==> src/rtl/rf_seq_pkg.sv <==
// Shared constants for the register-file command sequencer: default sizes,
// command opcodes and the controller state encoding.
package rf_seq_pkg;

   localparam int WIDTH_DEF = 16;
   localparam int NREG_DEF  = 8;
   localparam int SEL_W     = 3;

   localparam logic [1:0] OP_WRITE = 2'b00;
   localparam logic [1:0] OP_READ  = 2'b01;
   localparam logic [1:0] OP_MOVE  = 2'b10;
   localparam logic [1:0] OP_CLEAR = 2'b11;

   typedef enum logic [2:0] {
      S_IDLE  = 3'd0,
      S_WR    = 3'd1,
      S_RD    = 3'd2,
      S_RESP  = 3'd3,
      S_MV_RD = 3'd4,
      S_MV_WR = 3'd5,
      S_CLR   = 3'd6
   } state_t;

endpackage

==> src/rtl/rf_sequencer.sv <==
// Command sequencer driving an external register file with combinational reads:
// WRITE, READ (with response handshake), MOVE and an 8-cycle CLEAR sweep.
module rf_sequencer
   import rf_seq_pkg::*;
#(
   parameter int WIDTH = WIDTH_DEF,
   parameter int NREG  = NREG_DEF
) (
   input  logic             clk,
   input  logic             rst_n,
   input  logic             cmd_valid,
   output logic             cmd_ready,
   input  logic [1:0]       cmd_op,
   input  logic [SEL_W-1:0] cmd_dst,
   input  logic [SEL_W-1:0] cmd_src_a,
   input  logic [SEL_W-1:0] cmd_src_b,
   input  logic [WIDTH-1:0] cmd_imm,
   output logic             rsp_valid,
   input  logic             rsp_ready,
   output logic [WIDTH-1:0] rsp_a,
   output logic [WIDTH-1:0] rsp_b,
   output logic [SEL_W-1:0] rf_in,
   output logic             rf_enable,
   output logic [SEL_W-1:0] rf_sel_A,
   output logic [SEL_W-1:0] rf_sel_B,
   output logic [WIDTH-1:0] rf_d,
   input  logic [WIDTH-1:0] rf_out_A,
   input  logic [WIDTH-1:0] rf_out_B,
   output logic             busy
);

   // Handshakes: a command transfers on a rising edge where cmd_valid and
   // cmd_ready are both high; a response transfers on an edge where rsp_valid
   // and rsp_ready are both high. Outputs depend on registered state only.

   localparam logic [SEL_W-1:0] LAST_REG = SEL_W'(NREG - 1);

   state_t             state_q, state_d;
   logic [1:0]         op_q, op_d;
   logic [SEL_W-1:0]   dst_q, dst_d;
   logic [SEL_W-1:0]   src_a_q, src_a_d;
   logic [SEL_W-1:0]   src_b_q, src_b_d;
   logic [WIDTH-1:0]   imm_q, imm_d;
   logic [WIDTH-1:0]   rsp_a_q, rsp_a_d;
   logic [WIDTH-1:0]   rsp_b_q, rsp_b_d;
   logic [WIDTH-1:0]   temp_q, temp_d;
   logic [SEL_W-1:0]   cnt_q, cnt_d;

   always_ff @(posedge clk or negedge rst_n) begin
      if (!rst_n) begin
         state_q <= S_IDLE;
         op_q    <= '0;
         dst_q   <= '0;
         src_a_q <= '0;
         src_b_q <= '0;
         imm_q   <= '0;
         rsp_a_q <= '0;
         rsp_b_q <= '0;
         temp_q  <= '0;
         cnt_q   <= '0;
      end else begin
         state_q <= state_d;
         op_q    <= op_d;
         dst_q   <= dst_d;
         src_a_q <= src_a_d;
         src_b_q <= src_b_d;
         imm_q   <= imm_d;
         rsp_a_q <= rsp_a_d;
         rsp_b_q <= rsp_b_d;
         temp_q  <= temp_d;
         cnt_q   <= cnt_d;
      end
   end

   always_comb begin
      state_d   = state_q;
      op_d      = op_q;
      dst_d     = dst_q;
      src_a_d   = src_a_q;
      src_b_d   = src_b_q;
      imm_d     = imm_q;
      rsp_a_d   = rsp_a_q;
      rsp_b_d   = rsp_b_q;
      temp_d    = temp_q;
      cnt_d     = cnt_q;
      cmd_ready = 1'b0;
      busy      = 1'b1;
      rsp_valid = 1'b0;
      rf_enable = 1'b0;
      rf_in     = '0;
      rf_d      = '0;
      rf_sel_A  = src_a_q;
      rf_sel_B  = src_b_q;

      unique case (state_q)
         S_IDLE: begin
            cmd_ready = 1'b1;
            busy      = 1'b0;
            rf_sel_A  = '0;
            rf_sel_B  = '0;
            if (cmd_valid) begin
               op_d    = cmd_op;
               dst_d   = cmd_dst;
               src_a_d = cmd_src_a;
               src_b_d = cmd_src_b;
               imm_d   = cmd_imm;
               unique case (cmd_op)
                  OP_WRITE: state_d = S_WR;
                  OP_READ:  state_d = S_RD;
                  OP_MOVE:  state_d = S_MV_RD;
                  default: begin
                     cnt_d   = '0;
                     state_d = S_CLR;
                  end
               endcase
            end
         end
         S_WR: begin
            rf_enable = 1'b1;
            rf_in     = dst_q;
            rf_d      = imm_q;
            state_d   = S_IDLE;
         end
         S_RD: begin
            rsp_a_d = rf_out_A;
            rsp_b_d = rf_out_B;
            state_d = S_RESP;
         end
         S_RESP: begin
            rsp_valid = 1'b1;
            if (rsp_ready) state_d = S_IDLE;
         end
         S_MV_RD: begin
            temp_d  = rf_out_A;
            state_d = S_MV_WR;
         end
         S_MV_WR: begin
            rf_enable = 1'b1;
            rf_in     = dst_q;
            rf_d      = temp_q;
            state_d   = S_IDLE;
         end
         S_CLR: begin
            rf_enable = 1'b1;
            rf_in     = cnt_q;
            // Counter parks on the last register rather than wrapping.
            if (cnt_q == LAST_REG) state_d = S_IDLE;
            else                   cnt_d   = cnt_q + 1'b1;
         end
         default: state_d = S_IDLE;
      endcase
   end

   assign rsp_a = rsp_a_q;
   assign rsp_b = rsp_b_q;

endmodule

==> config.mk <==
export PLATFORM = sky130hd
export DESIGN_NAME = rf_sequencer
export DESIGN_NICKNAME = d
export VERILOG_FILES = /design/src/rtl/rf_seq_pkg.sv /design/src/rtl/rf_sequencer.sv
export SDC_FILE = /design/constraint.sdc
export NUM_CORES = 1
export LEC_CHECK = 0
export BUFFER_PORTS_ARGS = -buffer_cell sky130_fd_sc_hd__buf_2
export CAP_MARGIN = 20
export CELL_PAD_IN_SITES_DETAIL_PLACEMENT = 1
export CELL_PAD_IN_SITES_GLOBAL_PLACEMENT = 2
export CORE_UTILIZATION = 29
export DETAILED_ROUTE_END_ITERATION = 6
export GPL_TIMING_DRIVEN = 1
export PLACE_DENSITY_LB_ADDON = 0.1
export SYNTH_ARGS = -nofsm -noshare
export SYNTH_HDL_FRONTEND = slang
export SYNTH_SLANG_ARGS = --single-unit
==> constraint.sdc <==
create_clock -name clk -period 1.7 [get_ports clk]
set_input_delay 0.425 -clock clk [delete_from_list [all_inputs] [get_ports clk]]
set_output_delay 0.425 -clock clk [all_outputs]
set_load 0.02 [all_outputs]
* Yosys cells after proc, flatten, opt, wreduce, memory -nomap -nowiden
Cells that the tools add are included.
** Operators by class
- Reductions and logical operators :: 9
- Muxes and demuxes :: 17
- Equality and inequality tests :: 14
- $add $sub $neg :: 1
** Operators with widths (number)
- $pmux 16 s2 :: 1
- $mux 3 :: 8
- $pmux 3 s5 :: 1
- $eq 3x3->1 const B :: 4
- $pmux 3 s2 :: 2
- $ne 2x2->1 const B :: 5
- $pmux 3 s3 :: 1
- $eq 3x2->1 const B :: 2
- $reduce_or 3->1 :: 2
- $mux 1 :: 4
- $reduce_and 4->1 :: 1
- $add 3x1->3 const B :: 1
- $eq 3x1->1 const B :: 1
- $logic_not 3->1 :: 1
- $reduce_and 3->1 :: 1
- $eq 2x1->1 const B :: 1
- $eq 2x2->1 const B :: 1
- $logic_not 2->1 :: 1
- $reduce_and 2->1 :: 1
- $reduce_bool 2->1 :: 1
- $reduce_or 2->1 :: 1
** Word-level totals
- Output and inout port bits :: 61
- Register bits :: 79
- Input port bits :: 63
- Word-level logic and storage cells :: 50

* Logic depth before layout (Yosys ltp)
- Depth after elaboration :: 5
- Mapped depth :: 5
- Gate-level depth less buffers :: 5

* Least setup slack after synthesis
Ideal clock, no wire load.
- Path type :: register -> output
- Start :: register state_q[0]
- End :: output rf_sel_A[1]
- Cell stages (with the launch flop) :: 4
- Slack :: -0.477 ns
- Arrival :: 1.752 ns
- Data required time :: 1.275 ns
- Path buffers :: 1
- Cell sequence :: dfrtp_1 -> buf_2 -> nor3_1 -> and2b_1
** Between the ends
- Longest elaborated chain between the ends :: 2
** Ends and longest elaborated chain
- start, declared :: RTL line rf_sequencer.sv:38 : state_t state_q, state_d;
- start signal, assigned :: RTL line rf_sequencer.sv:62 : state_q <= state_d;
- $logic_not 3->1 :: RTL line rf_sequencer.sv:95 : unique case (state_q)
- $mux 3 :: RTL line rf_sequencer.sv:95
- end, declared :: RTL line rf_sequencer.sv:24 : output logic [SEL_W-1:0] rf_sel_A,
No other way between the ends.

* Worst setup path after layout
- Start :: register state_q[1]
- End :: output rf_sel_A[2]
The elaborated chain is that of the path after synthesis.

==> run metrics <==
FFs w/ async S/R, synth=100%; Synth area leaders=dfrtp_1, mux2_2, mux2_4; Synth cell types=33; Crit path required time=1270 ps; Yosys top cell area share=56.7%; final worst slack=-209 ps; Switching Fraction=35.5%; NetSw=4.03 mW; num rows=39; I/O Buffers=123; Core Util, Final=46.9%; clock network power share=17.2%; Placed Cells=517; failing checks=design-rule violations, negative setup slack; core area=11,600 sq um; Initial Util=30.1%; Clock Latency Late Sink=340 ps; Synth area leader=dfrtp_1; Slew @ Worst Pin=360 ps; clock root buffer=clkbuf_16; CTS tree=built; DR vias/cell=4.67; H-tree Lvls=3; RSZ-0062 raised after global routing=true; outcome=finished with violations; CTS sink cnt=79; Starting DRT DRC Count=54; GP Congestion=0.682; antenna viol nets, final=0; top post-synthesis cells by count=dfrtp_1, mux2_2, mux2_4; number of global-route vias before repair=2,931; die height=112 um; endpoints failing setup=58; post-route cell area=5430 sq um; FMAX=0.524 GHz; Synth Register Bits=79; final antenna diode count=0; max_cap viols=0; Finished Layout Cells=548; WS Path Type=flip-flop to output port; Hold Violations, Final=0; Synth Flop Type=dfrtp_1; DRC viols=9; top-count cell post-synth=dfrtp_1; deepest clock path buffer count=2; number of flops mapped to enable cells by yosys=0; startpoint types=flip-flop; Worst VDD drop=946 uV; proportion of layout cells with a drive suffix above 1=69.9%; Clock transition at path regs=60 ps; largest net degree at the start of global routing=28; Relative slew margins=75.9%; Synth Net Count=305; GR Util All Layers=15.8%; P_leak=2.52 nW; Syn-to-layout area delta=55.7%; antenna violations before repair=0; first-pass GRT wire length=15,000 um; Post-Route WL=9340 um; hpwl dp=6370 um; sequential power share=30.6%; Period minus WS final=1910 ps; Power Dens Cells=2090 nW/um^2; synthesized cell area=3490 sq um; DR WL/cell=17.0 um; TritonCTS Buffers=9; Gate Count Post-Synth=240; Layout Nets=466; vias post-DR=2,557; DR pass1 iterations=6; worst-path fanout max=5; IO Pins=124; total design power=11.4 mW; Logic pwr share=52.2%; Final Cycle Share=112%; Syn Area/Cell=14.5 sq um; post-place setup slack=19.6 ps; CP Data Arrival Time=1480 ps; die width=112 um; sequential fraction of the synthesis area=56.7%; Max Clock Skew=8.06 ps; DP Area=4530 sq um; Synth Warn #=0; worst min-delay path category=primary input to flip-flop; GRT Residual Overflow=0; Int Pwr=7.33 mW; die area=12,500 sq um; Slew Viols, Final=0; nature of the critical path endpoint=output port
## final cells by class
| class | instances | area (sq um) |
|---|---|---|
| clock buffer | 12 | 256 |
| clock inverter | 3 | 42.5 |
| fill | 1215 | 6140 |
| inverter | 4 | 15.0 |
| multi-input combinational | 145 | 1730 |
| sequential | 79 | 1980 |
| tap | 143 | 179 |
| timing repair buffer | 162 | 1220 |
## power groups by stage
stage	registers [mW]	clock network (mW)	logic, mW
floorplan	3.76	0	2.81
global placement	3.38	0	4.65
detailed placement	3.42	0	4.71
CTS	3.48	2.01	5.51
global route	3.61	2.08	6.34
finish	3.48	1.95	5.93
## layer usage
metal  track usage [%]  share of wire, %
met5                 0                 0
met4              6.22               1.7
met3              4.57               5.6
met2              27.1                51
met1              18.6                42
## through the flow
stage,hold WS [ps],TNS (ps)
5_1_grt,300,-13280
2_1_floorplan,129,0
6_report,303,-8020
3_3_place_gp,347,0
3_5_place_dp,350,0
4_1_cts,286,-7390
## cell families after synthesis
kind of cell	after synthesis	synth area share, %
muxes	89	30.3
AOI/OAI and AO/OA	12	2.58
adders and majority gates	2	0.718
buffers and inverters	16	2.69
DFF	79	56.7
and+or+nand+nor	42	6.96
## repair_timing
action,in CTS,in global routing
endpoints found under the hold margin,17,0
setup buffers,10,3
gates resized for setup,84,31
gates cloned,0,3
pin swaps,4,6
hold buffers,1,0
setup endpoints to repair,29,79
## critical path: stages (launching register included)
cell and delay (ps):
dfrtp_1 410, buf_6 140, nor3_4 230, and2b_2 250, buf_6 120
## path summary, 6_finish.rpt
kind / from / end / slack, ps / cells past startpoint
worst max-delay path: state_q[1] / rf_sel_A[2] / -210 / 4
worst min-delay path: rf_out_B[8] / rsp_b[8] / 300 / 2
worst max register to register: state_q[1] / imm_q[1] / -180 / 7
worst min register to register: rsp_b[8] / rsp_b[8] / 480 / 1
max in group asynchronous: rst_n / cnt_q[0] / 580 / 3
min in group asynchronous: rst_n / temp_q[0] / 540 / 2
## cells in the final DEF, fill, tap and decap left out, types with 2 or more instances in the layout
master	n
inv_2	2
nor2_1	7
dfrtp_1	78
mux2i_2	3
buf_6	28
clkbuf_8	2
clkbuf_16	11
mux2_2	30
inv_1	2
ha_1	2
a22o_1	3
buf_2	99
and2b_1	2
nor2_4	11
mux2i_4	7
mux2i_1	6
o22ai_1	2
mux2_1	2
nor2b_1	3
nor3_4	2
nand2_1	4
buf_12	9
mux2_4	41
nor3b_4	2
buf_4	23
## registers in the layout (all words and copies together), names as in the netlist
signal / flops
state_q: 3
src_b_q: 3
temp_q: 16
rsp_a: 16
src_a_q: 3
dst_q: 3
rsp_b: 16
imm_q: 16
cnt_q: 3
Note: power is estimated with default switching activity, not from simulation.
